[src/rtl/id_pkg.sv]
// Shared definitions for the ID-stage issue/hazard controller:
// MIPS opcode/funct codes, forwarding-select encodings and the
// decoded-instruction / in-flight-writer record types.
package id_pkg;

    localparam logic [5:0] OP_RTYPE = 6'b000000;
    localparam logic [5:0] OP_LW    = 6'b100011;
    localparam logic [5:0] OP_SW    = 6'b101011;
    localparam logic [5:0] OP_ADDI  = 6'b001000;
    localparam logic [5:0] OP_BEQ   = 6'b000100;
    localparam logic [5:0] OP_J     = 6'b000010;

    localparam logic [5:0] FN_MULT  = 6'b011000;
    localparam logic [5:0] FN_DIV   = 6'b011010;
    localparam logic [5:0] FN_MFHI  = 6'b010000;
    localparam logic [5:0] FN_MFLO  = 6'b010010;

    localparam logic [1:0] FWD_RF    = 2'b00;
    localparam logic [1:0] FWD_EXMEM = 2'b01;
    localparam logic [1:0] FWD_MEMWB = 2'b10;

    // In-flight writer tracked in EX or MEM
    typedef struct packed {
        logic       valid;
        logic [4:0] dst;
        logic       we;
        logic       load;
    } track_t;

    // Decoded view of the instruction sitting in ID
    typedef struct packed {
        logic [4:0] rs;
        logic [4:0] rt;
        logic       rs_used;
        logic       rt_used;
        logic [4:0] dst;
        logic       we;
        logic       load;
        logic       muldiv;
        logic       hilo_rd;
    } dec_t;

    // True when a tracked entry will write register r (we already excludes $0)
    function automatic logic writes_reg(input track_t e, input logic [4:0] r);
        return e.valid && e.we && (e.dst == r);
    endfunction

endpackage

[src/rtl/id_decode_lite.sv]
// Minimal decoder: extracts register fields, operand usage, the
// destination register and the load / mult-div / HI-LO-read flags.
module id_decode_lite
    import id_pkg::*;
(
    input  logic [31:0] i_instr,
    output dec_t        o_dec
);

    logic [5:0] w_op;
    logic [5:0] w_funct;
    logic [4:0] w_rd;
    logic       w_unused_shamt;

    assign w_op           = i_instr[31:26];
    assign w_funct        = i_instr[5:0];
    assign w_rd           = i_instr[15:11];
    assign w_unused_shamt = ^i_instr[10:6];

    // Opcode/funct decode; writes to $0 are folded into we=0
    always_comb begin
        o_dec         = '0;
        o_dec.rs      = i_instr[25:21];
        o_dec.rt      = i_instr[20:16];
        case (w_op)
            OP_RTYPE: begin
                case (w_funct)
                    FN_MULT, FN_DIV: begin
                        o_dec.rs_used = 1'b1;
                        o_dec.rt_used = 1'b1;
                        o_dec.muldiv  = 1'b1;
                    end
                    FN_MFHI, FN_MFLO: begin
                        o_dec.dst     = w_rd;
                        o_dec.hilo_rd = 1'b1;
                    end
                    default: begin
                        o_dec.dst     = w_rd;
                        o_dec.rs_used = 1'b1;
                        o_dec.rt_used = 1'b1;
                    end
                endcase
            end
            OP_LW: begin
                o_dec.dst     = o_dec.rt;
                o_dec.rs_used = 1'b1;
                o_dec.load    = 1'b1;
            end
            OP_SW, OP_BEQ: begin
                o_dec.rs_used = 1'b1;
                o_dec.rt_used = 1'b1;
            end
            OP_ADDI: begin
                o_dec.dst     = o_dec.rt;
                o_dec.rs_used = 1'b1;
            end
            OP_J: begin
                o_dec.dst     = '0;
            end
            default: begin
                o_dec.dst     = '0;
            end
        endcase
        o_dec.we = (o_dec.dst != 5'd0);
    end

endmodule

[src/rtl/id_hazard_scheduler.sv]
// ID-stage issue/hazard controller: tracks writers in EX and MEM,
// detects load-use and HI/LO interlocks, drives the IF stall, the
// ID/EX valid bit and the EX forwarding selects, and times the
// multi-cycle mult/div unit.
module id_hazard_scheduler
    import id_pkg::*;
#(
    parameter int unsigned SIZE       = 32,
    parameter int unsigned MULDIV_LAT = 4,
    parameter int unsigned CNT_W      = 16
) (
    input  logic             clk,
    input  logic             rst_n,
    input  logic             if_id_valid,
    input  logic [SIZE-1:0]  if_id_instr,
    input  logic             flush,
    output logic             stall_if,
    output logic             id_ex_valid,
    output logic [1:0]       fwd_a,
    output logic [1:0]       fwd_b,
    output logic             muldiv_busy,
    output logic [CNT_W-1:0] stall_cnt
);

    localparam int unsigned MD_W = $clog2(MULDIV_LAT + 1);

    dec_t            w_dec;
    track_t          r_ex_q;
    track_t          r_mem_q;
    track_t          w_ex_next;
    logic [MD_W-1:0] r_md_cnt;
    logic [CNT_W-1:0] r_stall_cnt;
    logic            r_id_ex_valid;
    logic [1:0]      r_fwd_a;
    logic [1:0]      r_fwd_b;
    logic            w_load_use;
    logic            w_hilo_haz;
    logic            w_stall;
    logic            w_issue;
    logic [1:0]      w_fwd_a;
    logic [1:0]      w_fwd_b;

    id_decode_lite u_decode (
        .i_instr (if_id_instr[31:0]),
        .o_dec   (w_dec)
    );

    // Hazard detection, issue decision and next EX tracking entry
    always_comb begin
        w_load_use = r_ex_q.valid && r_ex_q.load && r_ex_q.we &&
                     ((w_dec.rs_used && (r_ex_q.dst == w_dec.rs)) ||
                      (w_dec.rt_used && (r_ex_q.dst == w_dec.rt)));
        w_hilo_haz = (r_md_cnt != '0) && (w_dec.hilo_rd || w_dec.muldiv);
        w_stall    = if_id_valid && !flush && (w_load_use || w_hilo_haz);
        w_issue    = if_id_valid && !w_stall && !flush;
        w_ex_next  = '0;
        if (w_issue) begin
            w_ex_next.valid = 1'b1;
            w_ex_next.dst   = w_dec.dst;
            w_ex_next.we    = w_dec.we;
            w_ex_next.load  = w_dec.load;
        end
    end

    // Forward selects for the instruction about to enter EX; EX/MEM beats MEM/WB
    always_comb begin
        w_fwd_a = FWD_RF;
        w_fwd_b = FWD_RF;
        if (w_issue && w_dec.rs_used && (w_dec.rs != 5'd0)) begin
            if (writes_reg(r_ex_q, w_dec.rs))       w_fwd_a = FWD_EXMEM;
            else if (writes_reg(r_mem_q, w_dec.rs)) w_fwd_a = FWD_MEMWB;
        end
        if (w_issue && w_dec.rt_used && (w_dec.rt != 5'd0)) begin
            if (writes_reg(r_ex_q, w_dec.rt))       w_fwd_b = FWD_EXMEM;
            else if (writes_reg(r_mem_q, w_dec.rt)) w_fwd_b = FWD_MEMWB;
        end
    end

    // Pipeline tracking and registered EX-side outputs
    always_ff @(posedge clk or negedge rst_n) begin
        if (!rst_n) begin
            r_ex_q        <= '0;
            r_mem_q       <= '0;
            r_id_ex_valid <= 1'b0;
            r_fwd_a       <= FWD_RF;
            r_fwd_b       <= FWD_RF;
        end else begin
            r_mem_q       <= r_ex_q;
            r_ex_q        <= w_ex_next;
            r_id_ex_valid <= w_issue;
            r_fwd_a       <= w_fwd_a;
            r_fwd_b       <= w_fwd_b;
        end
    end

    // Mult/div occupancy: reload on issue, else count down to zero
    always_ff @(posedge clk or negedge rst_n) begin
        if (!rst_n) begin
            r_md_cnt <= '0;
        end else if (w_issue && w_dec.muldiv) begin
            r_md_cnt <= MD_W'(MULDIV_LAT);
        end else if (r_md_cnt != '0) begin
            r_md_cnt <= r_md_cnt - MD_W'(1);
        end
    end

    // Saturating count of stalled cycles
    always_ff @(posedge clk or negedge rst_n) begin
        if (!rst_n) begin
            r_stall_cnt <= '0;
        end else if (w_stall && (r_stall_cnt != '1)) begin
            r_stall_cnt <= r_stall_cnt + CNT_W'(1);
        end
    end

    assign stall_if    = w_stall;
    assign id_ex_valid = r_id_ex_valid;
    assign fwd_a       = r_fwd_a;
    assign fwd_b       = r_fwd_b;
    assign muldiv_busy = (r_md_cnt != '0);
    assign stall_cnt   = r_stall_cnt;

endmodule

[config.mk]
export PLATFORM = sky130hd
export DESIGN_NAME = id_hazard_scheduler
export DESIGN_NICKNAME = d
export VERILOG_FILES = /design/src/rtl/id_pkg.sv /design/src/rtl/id_decode_lite.sv /design/src/rtl/id_hazard_scheduler.sv
export SDC_FILE = /design/constraint.sdc
export NUM_CORES = 1
export LEC_CHECK = 0
export ABC_AREA = 1
export CORE_MARGIN = 4
export CORE_UTILIZATION = 45
export CTS_BUF_LIST = sky130_fd_sc_hd__clkbuf_8
export DETAILED_ROUTE_END_ITERATION = 6
export HOLD_SLACK_MARGIN = 0.12
export PLACE_DENSITY = 0.72
export SYNTH_ARGS = -nofsm -noshare
export SYNTH_HDL_FRONTEND = slang
export SYNTH_HIERARCHICAL = 1
export SYNTH_SLANG_ARGS = --single-unit
[constraint.sdc]
create_clock -name clk -period 2.05 [get_ports clk]
set_input_delay 0.3075 -clock clk [delete_from_list [all_inputs] [get_ports clk]]
set_output_delay 0.3075 -clock clk [all_outputs]
set_load 0.02 [all_outputs]
Word level (Yosys, flattened, before mapping). Index checks and enable logic that the tools add are counted.

Register bits: 39. Input bits: 36. Word-level logic and storage cells: 83. Output and inout port bits: 23.

Muxes and demuxes: 18. Eq/ne operators: 13. Reduce and logical (&&, ||, !) cells: 38. Add/subtract/negate cells: 2.

Operator list (number): $eq A6 B5 Y1 const B (4); $logic_and A1 B1 Y1 (22); $eq A5 B5 Y1 (4); $add A16 B1 Y16 const B (1); $mux W2 (8); $ne A16 B16 Y1 const B (1); $reduce_bool A5 Y1 (3); $eq A6 B6 Y1 const B (2); $pmux W5 S2 (1); $mux W8 (1); $reduce_or A2 Y1 (4); $eq A6 B3 Y1 const B (1); $eq A6 B4 Y1 const B (1); $logic_not A6 Y1 (1); $mux W3 (2); $mux W5 (1); $pmux W1 S2 (2); $reduce_or A4 Y1 (1); $logic_or A1 B1 Y1 (3); $mux W1 (3); $reduce_bool A3 Y1 (1); $sub A3 B1 Y3 const B (1); $logic_not A1 Y1 (2); $reduce_bool A2 Y1 (1).

Logic depth before layout (Yosys ltp). Gate-level depths: netlist (run 1).

Word-level depth: 15. Mapped depth: 14. Depth with buffers taken out: 13.

Cells and area by module. Netlist (run 1), hierarchy kept.

By module, submodules not included: id_hazard_scheduler (area an instance 2112.0 um2, cells each 268, sequential area each 950.9 um2, times used 1); id_decode_lite (area an instance 332.8 um2, cells each 60, sequential area each 0.0 um2, times used 1).

Least setup slack after synthesis (run 1). OpenSTA, ideal clock, no wires.

Kind: input port to output port. Start: input port if_id_instr[27]. End: output port stall_if. Slack: 0.173 ns. Path buffers: 0. Data required time: 1.742 ns. Arrival time: 1.570 ns. Cell stages on the path: 9. Cell sequence: nor2_2 > nand2_2 > nor2_8 > nand2_1 > nand4_1 > nand4_1 > nand2_1 > nand2_2 > a21boi_0.

RTL lines: start, declared (RTL line id_hazard_scheduler.sv:15) `input logic [SIZE-1:0] if_id_instr,`; end, declared (RTL line id_hazard_scheduler.sv:17) `output logic stall_if,`.

Worst setup path after layout (run 1).
Start: input port if_id_instr[17]. End: output port stall_if.

Longest elaborated chain between the ends: 6.

Ends and longest elaborated chain: $eq A5 B5 Y1 (RTL line id_hazard_scheduler.sv:52) `(w_dec.rt_used && (r_ex_q.dst == w_dec.rt)));`; $logic_and A1 B1 Y1 (RTL line id_hazard_scheduler.sv:52); $logic_or A1 B1 Y1 (RTL line id_hazard_scheduler.sv:51) `((w_dec.rs_used && (r_ex_q.dst == w_dec.rs)) ||`; $logic_and A1 B1 Y1 (RTL line id_hazard_scheduler.sv:50) `w_load_use = r_ex_q.valid && r_ex_q.load && r_ex_q.we &&`; $logic_or A1 B1 Y1 (RTL line id_hazard_scheduler.sv:54) `w_stall = if_id_valid && !flush && (w_load_use || w_hilo_haz);`; $logic_and A1 B1 Y1 (RTL line id_hazard_scheduler.sv:54).

No other way between the ends.

==> flow_summary.ini, run 1 <==
[floorplanning]
floorplan.rows = 26
io_pins = 59
dieHeight_um = 81.7
core_um2 = 5170
die_x_um = 81.7
initial_core_util_pct = 47.3
die_area_um2 = 6680

[setup_path]
reg2reg_from = r_ex_q[2]
slowest_delay_ps = 540
crit_chain = clkdlybuf4s50_1 > nand2_1 > inv_1 > nor2_1 > nor2_2 > nand4_1 > nand2_1 > nand2_2 > a21boi_2 > buf_4
worst_path_most_repeated_cell = nand2_1
cp.arrival_ps = 1660
critPathBufInv = 3
cp-start-kind = input pin
cp-end-kind = output pin
worstReg2RegEnd = stall_cnt[8]
slowest_stage = clkdlybuf4s50_1
required_ps = 1740
path_max_fanout = 4
r2r_slack_ps = 330
worstSetupPathType = input pin to output pin
reg2reg_depth = 12
cp_top_family = buffers and inverters

[clock_network]
clkLatencyLatePin_ps = 280
numCtsBuffers = 5
clockRootBuffer = clkbuf_8
cts_buffer_depth = 2
cts.clk_slew.worst_paths_ps = 70
htree_levels = 2
cts_sinks = 38
cts_tree = yes

[drt]
routedWlPerCell_um = 12.4
vias_per_cell = 4.86
ant_nets = 0
first_pass_iters = 4
dr.first_iter.drc_count = 157
drc_errors = 0
vias = 2372
wl_mm = 6.05

[synth]
synth.cell_area_um2 = 2440
postSynthAreaPerCell_um2 = 7.45
yosysWarningCount = 6
ys_types = 31
synthTopCellsByArea = dfrtp_1 (39%), nand2_1 (14%), nand4_1 (6.7%)
yosysSeqAreaShare_pct = 38.9
synth_top_area_cell = dfrtp_1
ys_seq_elements = 38
netlist_instances = 328
synth_top_area_share_pct = 38.9
syn_nets = 367

[sta]
finalClockSkew_ps = 4.49
max_slew_margin_pct = 68.2
worstMarginPinSlew_ps = 476
timing.fmax_mhz = 508
hold_viol = 0
drv_slew = 0
hold_ws_ps = 378
period_needed_ps = 1970
setup_viol = 0
rsz0062_at_grt = true
fin_crit_sh_pct = 96.0

[layout]
final_cells = 488
num_antenna_cells = 0
final_common_cell = nand2_1
final_cell_mix = nand2_1 (90), buf_4 (44), inv_1 (40)
layout.nets = 456
synthToLayoutAreaGrowth_pct = 39.6
drive_gt1_share_pct = 20.6

[min_path]
whs_endpoint = r_mem_q[1]
hp-class = flip-flop to flip-flop
holdCritStartpoint = r_ex_q[1]
holdPathStages = 0

[global_routing]
grtUsageTotal_pct = 19.9
grt-ovfl-total = 0
antenna_found_initial = 0
grt_max_degree = 39
grt_pass1_vias = 2361
grt_pass1_wl_mm = 10.4

[power]
power_leakage_uw = 0.00175
powerDensity_nw_per_um2 = 506
irDropWorstVdd_uv = 534

[job]
maxCapViolations = 0

[run_status]
outcome = complete, no violations

[place]
portBuffers = 52
place_inst = 477
routabilityCongestion = 0.878
hpwl_mm = 4.70
## stage by stage
| stage | setup slack (ps) | TNS (ps) | instance area (µm²) | utilization, % | total power (µW) |
|---|---|---|---|---|---|
| floorplan | 173 | 0 | 2440 | - | 1040 |
| global route | -22.1 | -22.1 | 3410 | 66.0 | 1830 |
| global placement | -586 | -3090 | 3270 | 63.2 | 1210 |
| detailed placement | -631 | -5560 | 3270 | 63.2 | 1220 |
| CTS | 3.05 | 0 | 3380 | 65.3 | 1750 |
| finish | 81.5 | 0 | 3410 | 66.0 | 1730 |
## where the power goes
part / internal, µW / leakage (µW) / switching (µW)
sequential: 787 / 0.000523 / 16.4
combinational: 199 / 0.00117 / 206
clock: 266 / 0.0000524 / 253
total: 1250 / 0.00175 / 476
## worst max path at each step
stage,startpoint,endpoint,slack [ps],depth (start not counted)
finish,if_id_instr[17],stall_if,80,10
global route,if_id_instr[0],stall_if,-20,10
CTS,if_id_instr[4],stall_if,3,11
detailed placement,if_id_instr[27],stall_if,-630,11
global placement,if_id_instr[27],stall_if,-590,11
floorplan,if_id_instr[27],stall_if,170,9
## worst reg2reg max path: cells and delay by family (launching register included)
kind          cells  cell delay, ps
simple gates     10            1010
flops             1             390
buf+inv           2             220
## cells in the mapped netlist (all sizes together)
library cell / instances
nand2: 97
inv: 45
nor2: 43
dfrtp: 38
nand4: 26
nand3: 22
buf: 13
xnor2: 13
xor2: 10
nor3: 4
o21ai: 4
ha: 3
a21oi: 2
clkbuf: 2
a21boi: 1
nand3b: 1
o2111ai: 1
o22ai: 1
o41ai: 1
or2: 1
## logic make-up after synthesis
group,Yosys count,share of synthesized area [%]
AO/OA/AOI/OAI,10,2.51
XOR/XNOR,23,8.24
AND/OR/NAND/NOR,194,37.6
adder cells (fa/ha/maj),3,1.54
flip-flops,38,38.9
buffers and inverters,60,11.3
## sequential cells by signal (all words and copies together), names as in the netlist
register,cells
fwd_b,2
r_ex_q,8
r_md_cnt,3
r_mem_q,7
stall_cnt,16
fwd_a,2
## final cells by class
class                      count  area [µm²]
multi-input combinational    230        1240
clock inverter                 2        8.76
sequential                    38         951
inverter                      45         169
clock buffer                   6        82.6
tap                           70        87.6
timing repair buffer          97         873
fill                         453        1760
## timing repair
item,CTS,global route
buffers inserted,1,1
endpoints found under the setup margin,1,3
resized for setup,16,11
pin swaps,9,10
hold buffers,1,0
cloned,0,0
endpoints found under the hold margin,38,0
## layer usage
| metal | track usage [%] | vias up | share of wire (%) |
|---|---|---|---|
| met5 | 0 | - | 0 |
| met2 | 34.7 | 75 | 50 |
| met1 | 25.7 | 1073 | 43 |
| li1 | - | 1214 | - |
| met3 | 2.96 | 10 | 5.1 |
| met4 | 5.15 | 0 | 1.7 |
Power figures use the tool's default switching activity.
==> inputs of run 2 (changes only) <==
--- a/config.mk
+++ b/config.mk
@@ -7,11 +7,11 @@
 export LEC_CHECK = 0
 export ABC_AREA = 1
 export CORE_MARGIN = 4
-export CORE_UTILIZATION = 45
+export CORE_UTILIZATION = 51
 export CTS_BUF_LIST = sky130_fd_sc_hd__clkbuf_8
 export DETAILED_ROUTE_END_ITERATION = 6
 export HOLD_SLACK_MARGIN = 0.12
-export PLACE_DENSITY = 0.72
+export PLACE_DENSITY = 0.8
 export SYNTH_ARGS = -nofsm -noshare
 export SYNTH_HDL_FRONTEND = slang
 export SYNTH_HIERARCHICAL = 1
==> run 2 against run 1 <==
Effect of this change:
- sequential share of layout area barely moved
- final cell count fell by 4.1%
- clock skew is 5.7 ps higher
- via count increased by 3.7%
- largest cell class unchanged
- count of clock-buffer cells in the layout stayed put
- hold slack got worse by 280 ps
- sequential power hardly changed
==> flow_summary.ini, run 2 (synthesis results as in run 1) <==
[run_status]
outcome = complete, no violations

[sta]
max_slew_margin_pct = 43.8
setup-tns-final_ps = 0
rsz0062_at_grt = true
timing.fmax_mhz = 506
finalClockSkew_ps = 10.1
drv_slew = 0
worstMarginPinSlew_ps = 844
setup_viol = 0
hold_viol = 0
period_needed_ps = 1980
fin_crit_sh_pct = 96.5

[floorplanning]
io_pins = 59
die_area_um2 = 5970
initial_core_util_pct = 54.3
floorplan.rows = 24
dieHeight_um = 77.2
die_x_um = 77.2
core_um2 = 4500

[setup_path]
reg2reg_from = stall_cnt[0]
required_ps = 1740
cp-end-kind = output pin
reg2reg_depth = 8
worstReg2RegEnd = stall_cnt[12]
r2r_slack_ps = 230
worstSetupPathType = input pin to output pin
cp-start-kind = input pin
cp.arrival_ps = 1670
path_max_fanout = 4

[power]
powerDensity_nw_per_um2 = 590
irDropWorstVdd_uv = 676
power_leakage_uw = 0.00176

[global_routing]
grt_pass1_wl_mm = 10.4
grt_max_degree = 39
antenna_found_initial = 0
grt-ovfl-total = 0
grt_pass1_vias = 2340
grtUsageTotal_pct = 21.9

[clock_network]
cts_sinks = 38
cts_hold_buf = 0
clkLatencyLatePin_ps = 300
clockRootBuffer = clkbuf_8
cts.clk_slew.worst_paths_ps = 80
htree_levels = 2
cts_tree = yes
numCtsBuffers = 5
cts_buffer_depth = 2

[drt]
drc_errors = 0
dr.first_iter.drc_count = 156
vias = 2459
first_pass_iters = 5
vias_per_cell = 5.25
routedWlPerCell_um = 13.6
wl_mm = 6.36
ant_nets = 0

[layout]
drive_gt1_share_pct = 20.4
final_cell_mix = nand2_1 (91), buf_4 (44), inv_1 (39)
layout.nets = 454
final_common_cell = nand2_1
num-fill-cells = 322
largest_reg_flops = 16
num_antenna_cells = 0
stdcell_area_um2 = 3410
synthToLayoutAreaGrowth_pct = 39.6

[place]
portBuffers = 52
routabilityCongestion = 0.872
hpwl_mm = 4.71
postPlaceCellArea_um2 = 3220

[job]
maxCapViolations = 0

[min_path]
hp-class = input pin to async pin
-- run 2: worst max-delay path by stage --
stage / start / endpoint / slack, ps
after global routing: if_id_instr[4] / stall_if / -40
after CTS: if_id_instr[24] / stall_if / 2
after floorplan: if_id_instr[27] / stall_if / 170
after detailed placement: if_id_instr[27] / stall_if / -590
after global placement: if_id_instr[31] / stall_if / -570
final: if_id_instr[18] / stall_if / 70
-- run 2: cell type report --
cell class | instances | area, µm² | share of cell area [%]
Multi-Input combinational cell | 230 | 1240 | 36.4
Sequential cell | 38 | 951 | 27.9
Timing Repair Buffer | 95 | 843 | 24.7
Inverter | 45 | 169 | 4.95
Clock buffer | 6 | 82.6 | 2.42
Tap cell | 52 | 65.1 | 1.91
Clock inverter | 2 | 60.1 | 1.76
-- run 2: metrics by stage --
| stage | utilization (%) | hold WS, ps | power (µW) | instances | worst slack, ps |
|---|---|---|---|---|---|
| final | 75.8 | 99.7 | 2010 | 468 | 71.9 |
| after global routing | 75.8 | 178 | 2120 | 468 | -41.2 |
| after CTS | 74.9 | 138 | 2020 | 467 | 2.09 |
| after detailed placement | 71.5 | 371 | 1220 | 457 | -587 |
| after global placement | 71.5 | 368 | 1200 | 457 | -566 |
| after floorplan | - | 11.9 | 1040 | 328 | 173 |
-- run 2: what timing repair did --
action | 4_1_cts | 5_1_grt
buffers inserted | 2 | 1
resized for setup | 15 | 12
setup endpoints to repair | 1 | 17
pin swaps | 7 | 6
-- run 2: critical path, cell delays in order --
cell and delay, ps:
clkdlybuf4s50_1 540, inv_2 50, nand2_1 50, nand2_1 60, nor2_2 130, nand4_1 110, nand2_1 90, nand2_2 60
a21boi_2 120, buf_4 150
-- run 2: power by group --
group          internal [µW]  switching [µW]  total (µW)  leakage, µW
Sequential               787            16.3         803     0.000523
Combinational            196             210         406      0.00116
Clock                    519             285         805    0.0000714
Total                   1500             511        2010      0.00176
-- run 2: metal layers --
layer | GRT usage, % | part of all wire, %
met3 | 4.80 | 7.9
met5 | 0 | 0
met4 | 6.76 | 1.0
met2 | 38.1 | 50
met1 | 26.9 | 41
